`config.mk`:
```
export PLATFORM = sky130hd
export DESIGN_NAME = cascade_compare_sequencer
export DESIGN_NICKNAME = d
export VERILOG_FILES = /design/src/rtl/cmp_pkg.sv /design/src/rtl/nibble_cascade_cmp.sv /design/src/rtl/cascade_compare_sequencer.sv
export SDC_FILE = /design/constraint.sdc
export NUM_CORES = 1
export LEC_CHECK = 0
export CAP_MARGIN = 10
export CORE_UTILIZATION = 47
export DETAILED_ROUTE_END_ITERATION = 10
export PLACE_DENSITY = 0.77
export RECOVER_POWER = 100
export SLEW_MARGIN = 25
export SYNTH_ARGS = -nofsm -noshare
export SYNTH_HDL_FRONTEND = slang
export SYNTH_HIERARCHICAL = 1
export SYNTH_SLANG_ARGS = --single-unit
```
`constraint.sdc`:
```
create_clock -name clk -period 2.51 [get_ports clk]
set_input_delay 0.251 -clock clk [delete_from_list [all_inputs] [get_ports clk]]
set_output_delay 0.251 -clock clk [all_outputs]
set_load 0.005 [all_outputs]
```
`src/rtl/cmp_pkg.sv`:
```
// cmp_pkg: shared state encoding and 74LS85-style cascade codes for the sequential comparator.
package cmp_pkg;
    typedef enum logic [1:0] {IDLE, RUN, DONE} state_t;
    localparam logic [2:0] CAS_GT = 3'b100;
    localparam logic [2:0] CAS_LT = 3'b010;
    localparam logic [2:0] CAS_EQ = 3'b001;
    // Equal-nibble pass-through of the cascade, including the 74LS85 oddities for 110/000.
    function automatic logic [2:0] cas_resolve(input logic [2:0] c);
        return c[0] ? CAS_EQ : (c[2] & c[1]) ? 3'b000 : (!c[2] & !c[1]) ? 3'b110 : c;
    endfunction
endpackage

```
`src/rtl/nibble_cascade_cmp.sv`:
```
// nibble_cascade_cmp: one 4-bit magnitude compare stage with cascade input.
module nibble_cascade_cmp
    import cmp_pkg::*;
(
    input  logic [3:0] a,
    input  logic [3:0] b,
    input  logic [2:0] cas_in,
    output logic [2:0] cas_out
);
    assign cas_out = (a > b) ? CAS_GT : (a < b) ? CAS_LT : cas_resolve(cas_in);
endmodule

```
`src/rtl/cascade_compare_sequencer.sv`:
```
// cascade_compare_sequencer: walks operands one nibble per cycle, LSB first,
// chaining a single cascade compare stage through a registered carry.
module cascade_compare_sequencer
    import cmp_pkg::*;
#(
    parameter int WIDTH = 16
) (
    input  logic             clk,
    input  logic             rst_n,
    input  logic             clear,
    input  logic             in_valid,
    output logic             in_ready,
    input  logic [WIDTH-1:0] a,
    input  logic [WIDTH-1:0] b,
    input  logic             cas_gt_i,
    input  logic             cas_lt_i,
    input  logic             cas_eq_i,
    output logic             out_valid,
    input  logic             out_ready,
    output logic             o_gt,
    output logic             o_lt,
    output logic             o_eq
);
    localparam int NIBBLES = WIDTH / 4;
    localparam int CNT_W = NIBBLES > 1 ? $clog2(NIBBLES) : 1;

    state_t state, state_nx;
    logic [CNT_W-1:0] count;
    logic [WIDTH-1:0] a_sh, b_sh;
    logic [2:0] carry, nib_res;
    logic last, accept;

    nibble_cascade_cmp u_nib (
        .a      (a_sh[3:0]),
        .b      (b_sh[3:0]),
        .cas_in (carry),
        .cas_out(nib_res)
    );

    assign last = count == CNT_W'(NIBBLES - 1);
    assign accept = state == IDLE && in_valid && !clear;

    always_comb begin
        state_nx = state;
        state_nx = clear                         ? IDLE :
                   (state == IDLE && in_valid)   ? RUN  :
                   (state == RUN && last)        ? DONE :
                   (state == DONE && out_ready)  ? IDLE : state;
    end

    always_ff @(posedge clk or negedge rst_n) begin
        if (!rst_n) state <= IDLE;
        else        state <= state_nx;
    end

    always_ff @(posedge clk or negedge rst_n) begin
        if (!rst_n) begin
            a_sh  <= '0;
            b_sh  <= '0;
            carry <= '0;
            count <= '0;
        end else if (accept) begin
            a_sh  <= a;
            b_sh  <= b;
            carry <= {cas_gt_i, cas_lt_i, cas_eq_i};
            count <= '0;
        end else if (clear) begin
            count <= '0;
        end else if (state == RUN) begin
            a_sh  <= a_sh >> 4;
            b_sh  <= b_sh >> 4;
            carry <= nib_res;
            count <= count + 1'b1;
        end
    end

    assign in_ready  = state == IDLE;
    assign out_valid = state == DONE;
    assign {o_gt, o_lt, o_eq} = out_valid ? carry : 3'b000;
endmodule

```
[After elaboration in Yosys (flattened, before gate mapping)]
Cells that the tools add are included.
Operators by class
  add/sub/neg operators: 1
  order comparisons: 2
  eq/ne operators: 4
  muxes and demuxes: 22
  bitwise logic cells: 2
  reductions and logical operators: 14
Operators by type and width (number)
  16-bit two-way mux: 6
  3-bit two-way mux: 9
  2-bit two-way mux: 7
  6-bit nonzero test: 1
  2-bit == test, second input constant: 2
  4-bit > comparator: 1
  1-bit logical AND: 4
  4-bit less-than comparator: 1
  4-bit nonzero test: 1
  1-bit logical NOT: 3
  3-bit AND reduction: 1
  3-bit nonzero test: 1
  2-bit by 1-bit adder with 2-bit output, second input constant: 1
  1-bit bitwise AND: 2
  2-bit by 1-bit == test with 1-bit output, second input constant: 1
  2-bit logical NOT: 1
  2-bit by 1-bit inequality test with 1-bit output, second input constant: 1
  2-bit AND reduction: 1
  2-bit nonzero test: 1
Storage, ports and cells
  register bits: 39
  bits of input ports: 40
  output and inout bits: 5
  logic and storage cells: 51

[Logic depth before layout (Yosys ltp)]
  depth after elaboration: 10
  gate-level depth with buffers: 7

[Modules after synthesis]
Netlist, hierarchy kept.
Modules (own cells, without submodules)
  cascade_compare_sequencer: instances 1, cells an instance 168, area an instance 1774.2 um^2, sequential area each 975.9 um^2
  nibble_cascade_cmp: instances 1, cells an instance 19, area an instance 136.4 um^2, sequential area each 0.0 um^2

[Least setup slack after synthesis]
Ideal clock, no wire load.
  kind: register to register
  start point: register state[0]
  end point: register a_sh[10]
  data arrival time: 1.337 ns
  data required time: 2.378 ns
  slack: 1.041 ns
  cell stages (with the launch flop): 7
  cell sequence: dfrtp_1 > buf_6 > or3b_1 > buf_4 > buf_6 > o22ai_1 > o21ai_1
Between the ends
  cells in the longest elaborated chain, start to end: 5
  elaborated cells between the ends (all ways): 8
  those cells by class: eq/ne (2); mux (1); reduce/logical (5)
Ends and longest elaborated chain
  start: declaration: line cascade_compare_sequencer.sv:27  | state_t state, state_nx;
  start signal: assignment: line cascade_compare_sequencer.sv:53  | else state <= state_nx;
  2-bit logical NOT: line cascade_compare_sequencer.sv:41  | assign accept = state == IDLE && in_valid && !clear;
  1-bit logical AND (2 in a row): line cascade_compare_sequencer.sv:41
  2-bit by 1-bit inequality test with 1-bit output (no source line) or 2-bit nonzero test (tied branches)
  2-bit AND reduction (no source line)
  end signal: assignment: line cascade_compare_sequencer.sv:70  | a_sh <= a_sh >> 4;
  end: declaration: line cascade_compare_sequencer.sv:29  | logic [WIDTH-1:0] a_sh, b_sh;
Several ways; a longest one is shown, not always the timed one.
A chain may end at the register's enable or synchronous reset.

[Worst setup path in the final report]
  start point: register state[1]
  end point: output o_lt
Between the ends
  cells in the longest elaborated chain, start to end: 2
Ends and longest elaborated chain
  2-bit == test: line cascade_compare_sequencer.sv:78  | assign out_valid = state == DONE;
  3-bit two-way mux: line cascade_compare_sequencer.sv:79  | assign {o_gt, o_lt, o_eq} = out_valid ? carry : 3'b000;
  end: declaration: line cascade_compare_sequencer.sv:21  | output logic o_lt,
No other way between the ends.

==> metrics.cfg <==
[floorplan]
core_area_um2=3771
die_h_um=65.76
die_x_um=65.76
io-pin-count=45
die_area_um2=4324
start_util_pct=50.66
num_rows=22

[sta]
finClkSkew_ns=0.005689
post-route-min-period_ns=2.059
max_freq_mhz=485.6
rsz0062_at_grt=no
final_min_period_over_clock_period_pct=82.05
finalHoldViolCount=0
worstMarginPinSlew_ns=1.991
finalSetupViolations=0
slew_headroom_pct=-32.74
slew_viol_final=40
fin_setup_tns_ns=0
worst_slack_ns=0.4506

[logic_synthesis]
yosys.cell_types.count=28
syn_avg_cell_area_um2=10.22
synth_xor_area_share_pct=0
synth_compound_area_share_pct=31.63
netlist_instances=187
syn_nets=232
synth_top_family_by_area=compound AO/OA/AOI/OAI gates
synthSimpleGateAreaFrac_pct=5.828
ys_seq_area_share_pct=51.08
ys_warn_count=6
synth_fa_ha_area_share_pct=3.274
synth-seq-cells=39
synthMuxAreaShare_pct=0
synth_area_um2=1911

[routing]
avgViaCountPerCell=5.839
wirelength_um=3974
drc=0
drtIter0Drc=91
first_pass_iters=4
antenna_left=0
vias=1600
avgRoutedWirePerCell_um=14.50

[final_layout]
final.fill_count=317
post_route_cells_drive_above_1_share_pct=6.195
diodes=0
area_delta_synth_final_pct=25.47
fin_nets=270
ff_latch_area_um2=975.9
multi_input_area_um2=767.0
final_common_cell=o21ai_0
layout_common_cells=56 x o21ai_0, 39 x dfrtp_1, 37 x clkdlybuf4s50_1

[job]
drv_cap=1

[worst_setup_path]
rr_worst_depth=4
endpoint_kind=primary output
worstReg2RegEnd=b_sh[4]
worst-setup-path-type=register to primary output
cp.required_ns=2.26
cp_slowest_cell=dlygate4sd3_1
rr_startpoint=state[0]
r2r_slack_ns=0.74
slowest_delay_ns=0.55
critPathMaxFanout=9
crit_path_cell_trace=inv_1 > nor2_1 > and2_1 > dlygate4sd3_1
start_kind=register
crit_family=buffers and inverters
path_buf_inv=2
crit_arrival_ns=1.81

[global_route]
busiest_layer=met2
grt-ovfl-total=0
grt_pass1_wl_um=7162
grtUsageTotal_pct=22.04
use_met2_pct=36.61
grt_pass1_vias=1602
use_met3_pct=4.688
antenna_found_initial=0
grt_max_degree=40
met1_usage_pct=27.58

[worst_hold_path]
holdPathEnd=a_sh[14]
holdPathStages=1
hold_start=a_sh[14]
hp-class=register to register

[place]
dpl.hpwl_um=2583
detailedPlace.worstSlack_ns=0.4976
port_buffers=44
gp_congestion=0.7664

[clock_tree]
clock_sinks=39
htreeDepth=2
clockBufferDepth=2
clk_latency_ns=0.29
cts_made_buffers=5
hold_buffers=0
clk_pin_slew_ns=0.07
cts_root_buf=clkbuf_8
cts_setup_buffers=0
cts_resized=0
tritoncts=yes

[power_and_ir_drop]
p_leak_nw=0.9982
powerDensity_nw_per_um2=691.5
ir_worst_vdd_mv=0.4949

[status]
violations=max-capacitance violations, max-slew violations
outcome=finished with violations

==> cell families (layout without fill, tap and decap cells) <==
kind of cell / after synthesis / in the layout
buffers and inverters: 25 / 64
AO/OA/AOI/OAI: 101 / 101
adder cells (fa/ha/maj): 5 / 5
flip-flops: 39 / 39
AND/OR/NAND/NOR: 17 / 17
==> stage by stage <==
step	utilization (%)	instances	hold slack, ns	instance area [um2]	power, mW
after global routing	63.57	274	0.5333	2397	1.774
after CTS	64.00	274	0.08316	2414	1.686
final	63.57	274	0.4971	2397	1.658
after detailed placement	61.35	266	0.3997	2313	1.231
after floorplan	-	187	-0.04459	1911	1.094
after global placement	61.35	266	0.4010	2313	1.214
==> cell usage after synthesis (all sizes together) <==
cell type | instances | area share [%]
a211oi | 1 | 0.65
a21o | 1 | 0.39
a21oi | 5 | 1.3
a22o | 8 | 3.7
a32oi | 1 | 0.46
and2 | 3 | 0.98
buf | 10 | 5.2
clkbuf | 8 | 1.6
dfrtp | 39 | 51
ha | 5 | 3.3
inv | 7 | 1.4
nand2b | 1 | 0.33
nand4 | 1 | 0.33
nor2 | 6 | 1.2
nor2b | 1 | 0.33
nor3 | 1 | 0.26
nor3b | 1 | 0.39
nor4b | 1 | 1.2
o211ai | 1 | 0.65
o21ai | 56 | 15
o21bai | 1 | 0.98
o22ai | 27 | 8.8
or2 | 1 | 0.33
or3b | 1 | 0.46
==> flip-flops by register name, indices dropped and copies added, names as in the netlist <==
signal and count:
carry 3, b_sh 16, count 2, a_sh 16
state 2
==> layout make-up <==
class | count | area share [%]
Tap cell | 48 | 2.505
Multi-Input combinational cell | 123 | 31.99
Clock buffer | 8 | 4.175
Inverter | 7 | 1.096
Timing Repair Buffer | 49 | 19.52
Sequential cell | 39 | 40.71
==> layer usage <==
metal	wire, um	share of wire (%)	vias to the layer above
met5	0	0	-
met4	56	1.4	0
met3	158	4.0	4
met2	1987	50	41
met1	1772	45	785
li1	-	-	770
==> where the power goes <==
group	switching, mW	internal (mW)
sequential	0.0636	0.744
clock	0.207	0.251
combinational	0.200	0.193
==> how the worst max path moves through the flow <==
stage                     cells after the start  slack, ns     start  endpoint
after floorplan                               6       1.04  state[0]  a_sh[10]
after global placement                        5       0.53  in_valid   b_sh[3]
after detailed placement                      5       0.50  in_valid   b_sh[4]
after CTS                                     4       0.47  state[1]      o_lt
after global routing                          4       0.27  state[1]      o_gt
final                                         4       0.45  state[1]      o_lt
No activity file was read; power rests on OpenSTA's default activity.
